### config.mk
export PLATFORM = sky130hd
export DESIGN_NAME = vacc_sched
export DESIGN_NICKNAME = d
export VERILOG_FILES = /design/src/rtl/vacc_sched.sv
export SDC_FILE = /design/constraint.sdc
export NUM_CORES = 1
export LEC_CHECK = 0
export ABC_AREA = 1
export BUFFER_PORTS_ARGS = -buffer_cell sky130_fd_sc_hd__buf_2
export CAP_MARGIN = 20
export CORE_UTILIZATION = 36
export DETAILED_ROUTE_END_ITERATION = 8
export PLACE_DENSITY = 0.54
export SYNTH_ARGS = -nofsm -noshare
export SYNTH_HDL_FRONTEND = slang
export SYNTH_SLANG_ARGS = --single-unit
export TNS_END_PERCENT = 100
### constraint.sdc
create_clock -name clk -period 2.4 [get_ports clk]
set_input_delay 0.6 -clock clk [delete_from_list [all_inputs] [get_ports clk]]
set_output_delay 0.6 -clock clk [all_outputs]
set_load 0.02 [all_outputs]
### src/rtl/vacc_sched.sv
// Vector accumulator sequencer: aligns to sync_in, triggers the accumulator on a
// vector boundary, detects end of drain and presents dump metadata over valid/ready.
module vacc_sched #(
  parameter int unsigned VECTOR_WIDTH  = 11,
  parameter int unsigned ACCUMULATIONS = 1048576,
  parameter int unsigned SEQ_WIDTH     = 32
) (
  input  logic                    clk,
  input  logic                    rst_n,
  input  logic                    ce,
  input  logic                    sync_in,
  input  logic                    arm,
  input  logic                    abort,
  input  logic                    continuous,
  input  logic                    vacc_we,
  input  logic [VECTOR_WIDTH-1:0] vacc_addr,
  input  logic                    dump_ready,
  output logic                    vacc_trig,
  output logic                    vacc_rst,
  output logic                    dump_valid,
  output logic [SEQ_WIDTH-1:0]    dump_seq,
  output logic [63:0]             dump_spectrum,
  output logic                    busy,
  output logic                    overrun,
  output logic [15:0]             drop_count,
  output logic                    timeout_err
);

  localparam logic [63:0]       WD_LIMIT = 64'(ACCUMULATIONS + 32'd4) << VECTOR_WIDTH;
  localparam int unsigned       WD_W     = 32'($clog2(WD_LIMIT));
  localparam logic [WD_W-1:0]   WD_LAST  = WD_W'(WD_LIMIT - 64'd1);

  typedef enum logic [1:0] {IDLE, WAIT_SYNC, WAIT_BOUND, ACCUM} state_t;

  state_t                  state, state_nxt;
  logic                    synced;
  logic [VECTOR_WIDTH-1:0] pos_cnt;
  logic [63:0]             spec_cnt;
  logic [SEQ_WIDTH-1:0]    seq_cnt, seq_cnt_nxt;
  logic [WD_W-1:0]         wd_cnt, wd_cnt_nxt;
  logic                    cont_q, cont_q_nxt;
  logic [63:0]             pend_spec, pend_spec_nxt;

  logic                    trig_nxt, vrst_nxt, valid_nxt, ovr_nxt, tmo_nxt;
  logic [SEQ_WIDTH-1:0]    dseq_nxt;
  logic [63:0]             dspec_nxt;
  logic [15:0]             drop_nxt;

  logic boundary_c, accept_c, drain_done_c;

  assign boundary_c   = ce && !sync_in && (pos_cnt == '1);
  assign accept_c     = dump_valid && dump_ready;
  assign drain_done_c = ce && vacc_we && (vacc_addr == '1);

  // Vector position and spectrum counters run regardless of the sequencer state
  always_ff @(posedge clk or negedge rst_n) begin
    if (!rst_n) begin
      synced   <= 1'b0;
      pos_cnt  <= '0;
      spec_cnt <= '0;
    end else if (ce) begin
      if (sync_in) begin
        synced  <= 1'b1;
        pos_cnt <= VECTOR_WIDTH'(1);
      end else begin
        pos_cnt <= pos_cnt + VECTOR_WIDTH'(1);
      end
      if (boundary_c) spec_cnt <= spec_cnt + 64'd1;
    end
  end

  always_ff @(posedge clk or negedge rst_n) begin
    if (!rst_n) begin
      state         <= IDLE;
      seq_cnt       <= '0;
      wd_cnt        <= '0;
      cont_q        <= 1'b0;
      pend_spec     <= '0;
      vacc_trig     <= 1'b0;
      vacc_rst      <= 1'b0;
      dump_valid    <= 1'b0;
      dump_seq      <= '0;
      dump_spectrum <= '0;
      busy          <= 1'b0;
      overrun       <= 1'b0;
      drop_count    <= '0;
      timeout_err   <= 1'b0;
    end else begin
      state         <= state_nxt;
      seq_cnt       <= seq_cnt_nxt;
      wd_cnt        <= wd_cnt_nxt;
      cont_q        <= cont_q_nxt;
      pend_spec     <= pend_spec_nxt;
      vacc_trig     <= trig_nxt;
      vacc_rst      <= vrst_nxt;
      dump_valid    <= valid_nxt;
      dump_seq      <= dseq_nxt;
      dump_spectrum <= dspec_nxt;
      busy          <= (state_nxt != IDLE);
      overrun       <= ovr_nxt;
      drop_count    <= drop_nxt;
      timeout_err   <= tmo_nxt;
    end
  end

  always_comb begin
    state_nxt     = state;
    seq_cnt_nxt   = seq_cnt;
    wd_cnt_nxt    = (state == ACCUM && ce) ? wd_cnt + WD_W'(1) : wd_cnt;
    cont_q_nxt    = cont_q;
    pend_spec_nxt = pend_spec;
    // Trigger holds until it has been seen on a ce cycle
    trig_nxt      = vacc_trig && !ce;
    vrst_nxt      = 1'b0;
    valid_nxt     = dump_valid && !accept_c;
    dseq_nxt      = dump_seq;
    dspec_nxt     = dump_spectrum;
    ovr_nxt       = overrun;
    drop_nxt      = drop_count;
    tmo_nxt       = timeout_err;

    case (state)
      IDLE: begin
        if (arm) begin
          cont_q_nxt = continuous;
          ovr_nxt    = 1'b0;
          drop_nxt   = '0;
          tmo_nxt    = 1'b0;
          state_nxt  = synced ? WAIT_BOUND : WAIT_SYNC;
        end
      end
      WAIT_SYNC: begin
        if (ce && sync_in) state_nxt = WAIT_BOUND;
      end
      WAIT_BOUND: begin
        if (boundary_c) begin
          trig_nxt      = 1'b1;
          pend_spec_nxt = spec_cnt + 64'd1;
          wd_cnt_nxt    = '0;
          state_nxt     = ACCUM;
        end
      end
      ACCUM: begin
        if (vacc_we && drain_done_c) begin
          // A dump still waiting on the packetizer wins over the new one
          if (!dump_valid || accept_c) begin
            valid_nxt = 1'b1;
            dseq_nxt  = seq_cnt;
            dspec_nxt = pend_spec;
          end else begin
            ovr_nxt = 1'b1;
            if (drop_count != 16'hFFFF) drop_nxt = drop_count + 16'd1;
          end
          seq_cnt_nxt = seq_cnt + SEQ_WIDTH'(1);
          state_nxt   = cont_q ? WAIT_BOUND : IDLE;
        end else if (ce && wd_cnt == WD_LAST) begin
          tmo_nxt   = 1'b1;
          vrst_nxt  = 1'b1;
          state_nxt = IDLE;
        end
      end
      default: state_nxt = IDLE;
    endcase

    if (abort) begin
      vrst_nxt  = 1'b1;
      trig_nxt  = 1'b0;
      valid_nxt = 1'b0;
      state_nxt = IDLE;
    end
  end

endmodule

==> results of run 1 <==
worst min-delay path, delay by kind of cell:
kind / cells / cell delay [ns]
and+or+nand+nor: 2 / 0.09
buffers and inverters: 1 / 0.08
registers in the layout, indices dropped and copies added, names as in the netlist, 2 cells and up:
signal and flops:
dump_seq 32, state 2, wd_cnt 32, spec_cnt 64, pend_spec 64, drop_count 16
dump_spectrum 64, pos_cnt 11, seq_cnt 32
layout make-up:
cell class	count	area, µm²
multi-input cells	1400	6940
clock buffers	55	1149
flip-flops and latches	325	8133
repair buffers	183	1194
inverters	166	623.1
fillers	4398	24380
clock inverters	13	206.4
well taps	585	732.0
logic make-up (layout without fill, tap and decap cells):
group,Yosys count,after routing,share of synthesized area (%)
AOI/OAI and AO/OA,161,161,5.271
xor gates and xnor gates,98,98,5.397
adders and majority gates,5,5,0.3934
buffers and inverters,212,417,5.287
DFF,325,325,51.14
muxes,66,66,4.665
and+or+nand+nor,1070,1070,27.85
stage by stage:
stage               cell area, µm²  hold WS [ns]
finish                       18980        0.2550
CTS                          18980        0.2234
global placement             17610        0.4613
detailed placement           17610        0.4602
floorplan                    15900        0.3044
global route                 18980        0.2469
timing repair:
action                                 in CTS  in global routing
gates resized for setup                     0                  0
endpoints found under the hold margin      36                  0
hold buffers                                1                  0
setup buffers                               0                  0
cells in the mapped netlist (all sizes together) (5+ instances only):
cell type	instances	share of area, %
nand4	37	1.5
xnor2	26	1.4
nor4	5	0.20
o21ai	133	4.2
a21oi	15	0.47
clkbuf	22	0.52
nor3	61	2.0
nand2	640	15
mux2	65	4.6
dfrtp	325	51
inv	166	3.9
nand3b	5	0.26
ha	5	0.39
xor2	72	4.0
nand3	77	2.5
o31ai	9	0.42
nor2	239	5.9
buf	24	0.85
power breakdown:
group	leakage (nW)	internal, W	switching [W]
clock network	0.659	0.00387	0.00232
registers	4.29	0.00556	0.0000843
logic	4.32	0.000157	0.000332
layer usage:
metal	global-route usage, %	vias to the layer above	part of all wire (%)
met1	27.50	6251	48
met4	5.822	0	2.5
met3	3.471	62	5.1
met5	0	-	0
met2	31.36	295	45
li1	-	6537	-
worst paths after layout:
check | depth (start not counted) | from | slack [ns] | endpoint
setup / recovery | 10 | spec_cnt[0] | 0.26 | spec_cnt[30]
hold / removal | 3 | continuous | 0.25 | cont_q
setup reg to reg | 10 | spec_cnt[0] | 0.26 | spec_cnt[30]
hold reg to reg | 2 | pend_spec[21] | 0.47 | pend_spec[21]
max in group asynchronous | 3 | rst_n | 1.10 | spec_cnt[41]
min in group asynchronous | 2 | rst_n | 0.55 | drop_count[14]
==> results.py, run 1 <==
metrics = {
    "outcome": {
        "status": "complete, no violations",
    },
    "critical_path": {
        "end_kind": "flip-flop",
        "worstPathArrival_ns": 2.61,
        "path_class": "flip-flop to flip-flop",
        "cp.required_ns": 2.88,
        "start_kind": "flip-flop",
        "crit_path_top_delay_cell": "xor2_1",
        "crit_fanout": 6,
        "cp_cell_sequence": "ha_1 > nand3_2 > nor2_4 > inv_1 > nor2_2 > inv_1 > nor2_2 > xor2_1 > nand2_1 > o21ai_0",
        "path_delay_family": "simple AND/OR/NAND/NOR gates",
        "crit_buf_inv": 2,
        "critical_path.max_stage_delay_ns": 0.44,
    },
    "die": {
        "initial_core_util_pct": 36.68,
        "die_x_um": 212.2,
        "fp.dieArea_um2": 45020,
        "rows": 76,
        "core-area_um2": 43360,
        "fp.dieH_um": 212.2,
        "pin_count": 138,
    },
    "logic_synthesis": {
        "seq_area_frac_synth_pct": 51.14,
        "ys_ff_latch": 325,
        "synthesis.nets": 1962,
        "synth.distinct_cells": 39,
        "synth.avg_cell_area_um2": 8.211,
        "synth_ff_type": "dfrtp_1",
        "yosysWarnings": 0,
        "synth_area_um2": 15900,
        "async_flop_share_pct": 100.0,
        "synth_edf_count": 0,
        "syn_inst": 1937,
    },
    "final_layout": {
        "stdcell_count": 2727,
        "syn_to_final_growth_pct": 19.32,
        "final_common_cell": "nand2_1",
        "drive_gt1_share_pct": 15.78,
        "fin_nets": 2139,
        "diodes": 0,
        "final_cell_mix": "nand2_1 (636), dfrtp_1 (325), nor2_1 (228)",
        "final_core_util_pct": 43.76,
    },
    "global_routing": {
        "antenna_found_initial": 0,
        "grt_max_degree": 77,
        "grt_pass1_vias": 13040,
        "grt_first_pass_wirelength_mm": 69.86,
        "grt_usage_pct": 19.77,
        "overflow": 0,
    },
    "pwr": {
        "ir_drop_mv": 0.3934,
        "powerDensity_nw_per_um2": 649.7,
        "power_w": 0.01233,
        "leakagePower_nw": 9.271,
    },
    "sta": {
        "worst_pin_slew_ns": 0.5692,
        "fin_skew_ns": 0.009420,
        "hold_viol": 0,
        "max_freq_ghz": 0.4681,
        "post-route-period-util_pct": 89.00,
        "rsz0062_at_grt": "no",
        "slew_headroom_pct": 61.76,
        "setup_viol": 0,
        "maxSlewViolCount": 0,
        "setup_ws_ns": 0.2639,
        "timing.setup.tns_ns": 0,
        "min_period_ns": 2.136,
    },
    "flow_run": {
        "drv_cap": 0,
    },
    "hold_path": {
        "hold_class": "input port to flip-flop",
    },
    "cts": {
        "cts_tree": "done",
        "clkTransAtPathRegs_ns": 0.06,
        "cts-root-buf": "clkbuf_16",
        "clock_sinks": 325,
        "cts.htree.levels": 2,
        "clock_latency_ns": 0.55,
        "cts_buffer_depth": 3,
        "cts_buffers": 38,
    },
    "placed_design": {
        "post-dp-hpwl_mm": 32.26,
        "dp_cells": 2658,
        "globalplace.congestion": 0.9336,
        "pre_cts_slack_ns": 0.08629,
        "portBuffers": 137,
    },
    "routing": {
        "drcViolationCount": 0,
        "vias": 13150,
        "drt_iter0_drc": 1046,
        "ant_nets": 0,
        "dr.pass1.iters": 7,
        "drt_wl_total_mm": 42.85,
        "vias_per_cell": 4.820,
        "wire_per_inst_um": 15.71,
    },
}
Note: power is estimated with default switching activity, not from simulation.
==> inputs of run 2 (changes only) <==
- CORE_MARGIN: default -> 2
- PLACE_DENSITY: 0.54 -> 0.56
- clock period: 2.4 -> 1.9 ns (I/O delays scaled with it)
==> run 2 against run 1 <==
The run now ends with negative setup slack left. Worst setup slack got worse by 0.32 ns. Clock power increased by 20%. Non-clock buffer count up 136. Utilization up 3.9 points. Clock skew up 0.016 ns. Via count rose by 6.0%. Total power increased by 23%. Cell area rose by 10%. Flip-flop and latch count is the same. Combinational power increased by 37%. Sequential share of layout area fell by 4.0 points. Clock-buffer cell count did not move.
==> results.py, run 2 (synthesized netlist as in run 1, its figures left out) <==
metrics = {
    "routing": {
        "drcViolationCount": 0,
        "dr.pass1.iters": 5,
        "ant_nets": 0,
        "wire_per_inst_um": 16.72,
        "drt_iter0_drc": 1036,
        "drt_wl_total_mm": 48.00,
        "vias_per_cell": 4.854,
        "vias": 13940,
    },
    "hold_path": {
        "hold_start": "continuous",
        "hold_path_depth": 3,
        "min_to": "cont_q",
        "hold_class": "input port to flip-flop",
    },
    "placed_design": {
        "place_area_um2": 18420,
        "dp_cells": 2766,
        "post-dp-hpwl_mm": 32.76,
        "portBuffers": 137,
        "globalplace.congestion": 0.9360,
    },
    "cts": {
        "clock_latency_ns": 0.56,
        "clkTransAtPathRegs_ns": 0.06,
        "cts-root-buf": "clkbuf_16",
        "cts_buffers": 38,
        "cts.htree.levels": 2,
        "cts_tree": "done",
        "clock_sinks": 325,
        "cts_buffer_depth": 3,
    },
    "critical_path": {
        "start_kind": "flip-flop",
        "worstPathArrival_ns": 2.45,
        "reg2reg_from": "pos_cnt[1]",
        "path_class": "flip-flop to flip-flop",
        "end_kind": "flip-flop",
        "cp.required_ns": 2.39,
        "crit_fanout": 5,
        "regToRegEndpoint": "pend_spec[37]",
        "r2r_slack_ns": -0.06,
        "r2r_cells": 12,
    },
    "die": {
        "initial_core_util_pct": 36.20,
        "die_x_um": 214.2,
        "fp.dieArea_um2": 45880,
        "pin_count": 138,
        "core-area_um2": 43930,
        "fp.dieH_um": 214.2,
        "rows": 77,
    },
    "sta": {
        "setup_ws_ns": -0.05663,
        "worst_pin_slew_ns": 0.4977,
        "setup_viol": 49,
        "max_freq_ghz": 0.5111,
        "hold_viol": 0,
        "rsz0062_at_grt": "yes",
        "slew_headroom_pct": 66.82,
        "maxSlewViolCount": 0,
        "fin_skew_ns": 0.02504,
        "min_period_ns": 1.957,
        "post-route-period-util_pct": 103.0,
    },
    "final_layout": {
        "fillerInstances": 4238,
        "reg_top3": "dump_spectrum x64, pend_spec x64, spec_cnt x64",
        "final_common_cell": "nand2_1",
        "diodes": 0,
        "drive_gt1_share_pct": 26.81,
        "seq_area_um2": 8139,
        "syn_to_final_growth_pct": 31.79,
        "finalInstanceArea_um2": 20960,
        "stdcell_count": 2871,
        "multi_input_area_um2": 7561,
        "final_cell_mix": "nand2_1 (569), dfrtp_1 (320), nor2_1 (203)",
        "fin_nets": 2276,
    },
    "global_routing": {
        "antenna_found_initial": 0,
        "grt_max_degree": 59,
        "grt_first_pass_wirelength_mm": 72.19,
        "grt_usage_pct": 19.56,
        "overflow": 0,
        "grt_pass1_vias": 13540,
    },
    "outcome": {
        "violations": "negative setup slack",
        "status": "complete, but fails checks",
    },
    "pwr": {
        "ir_drop_mv": 0.5043,
        "powerDensity_nw_per_um2": 725.3,
        "leakagePower_nw": 10.30,
    },
    "flow_run": {
        "drv_cap": 0,
    },
}
==> run 2: timing repair <==
item                                    CTS  global route
resized for setup                        12           201
endpoints found under the setup margin   29           183
buffers inserted                          0            14
pin swaps                                 0            26
hold buffers                              1             0
gates cloned                              1            21
endpoints found under the hold margin    40             0
==> run 2: metal layers <==
metal | global-route usage, % | wire, µm | up-vias
met4 | 6.273 | 1392 | 0
li1 | - | - | 6825
met5 | 0 | 0 | -
met3 | 2.610 | 2172 | 78
met2 | 32.24 | 22450 | 312
met1 | 26.76 | 21990 | 6720
==> run 2: area by class of cell <==
cell class / count / share of cell area, %
repair buffers: 319 / 12.46
inverters: 166 / 3.032
clock inverters: 13 / 0.7342
clock buffers: 55 / 5.277
flip-flops and latches: 325 / 38.83
well taps: 592 / 3.534
repair inverters: 1 / 0.05372
multi-input cells: 1400 / 36.07
==> run 2: through the flow <==
step           power [W]  setup WS [ns]  utilization, %  hold slack, ns  TNS [ns]
5_1_grt          0.01578        -0.1366           47.71          0.1264    -7.451
3_3_place_gp    0.007883       -0.08907           41.92          0.4578   -0.8533
4_1_cts          0.01540      0.0004357           44.99         0.09567         0
6_report         0.01520       -0.05663           47.71          0.1239   -0.9352
3_5_place_dp    0.007903        -0.1219           41.92          0.4628    -1.124
2_1_floorplan   0.007538         0.1133               -          0.1794         0
==> run 2: report_power, final <==
group	leakage, nW	switching [W]	internal, W	total [W]
Clock	0.621	0.00294	0.00446	0.00741
Combinational	5.39	0.000444	0.000224	0.000668
Sequential	4.29	0.000102	0.00703	0.00713
Total	10.3	0.00349	0.0117	0.0152
==> run 2: how the worst max path moves through the flow <==
stage,startpoint,end,slack (ns),depth (start not counted)
floorplan,drop_count[1],drop_count[5],0.11,10
global placement,ce,wd_cnt[27],-0.09,11
detailed placement,ce,wd_cnt[27],-0.12,11
CTS,spec_cnt[37],pend_spec[39],0.0004,8
global route,pos_cnt[0],pend_spec[34],-0.14,11
finish,pos_cnt[1],pend_spec[37],-0.06,12
==> run 2: critical path, stage by stage (launching register included) <==
cell and delay [ns]:
dfrtp_1 0.36, ha_2 0.20, inv_2 0.06, nor3_4 0.13, nand2_2 0.10, nor3_4 0.15
nand2_4 0.11, nor2_8 0.19, buf_12 0.14, buf_12 0.12, clkbuf_16 0.17, nand2_2 0.07
nand2_1 0.08
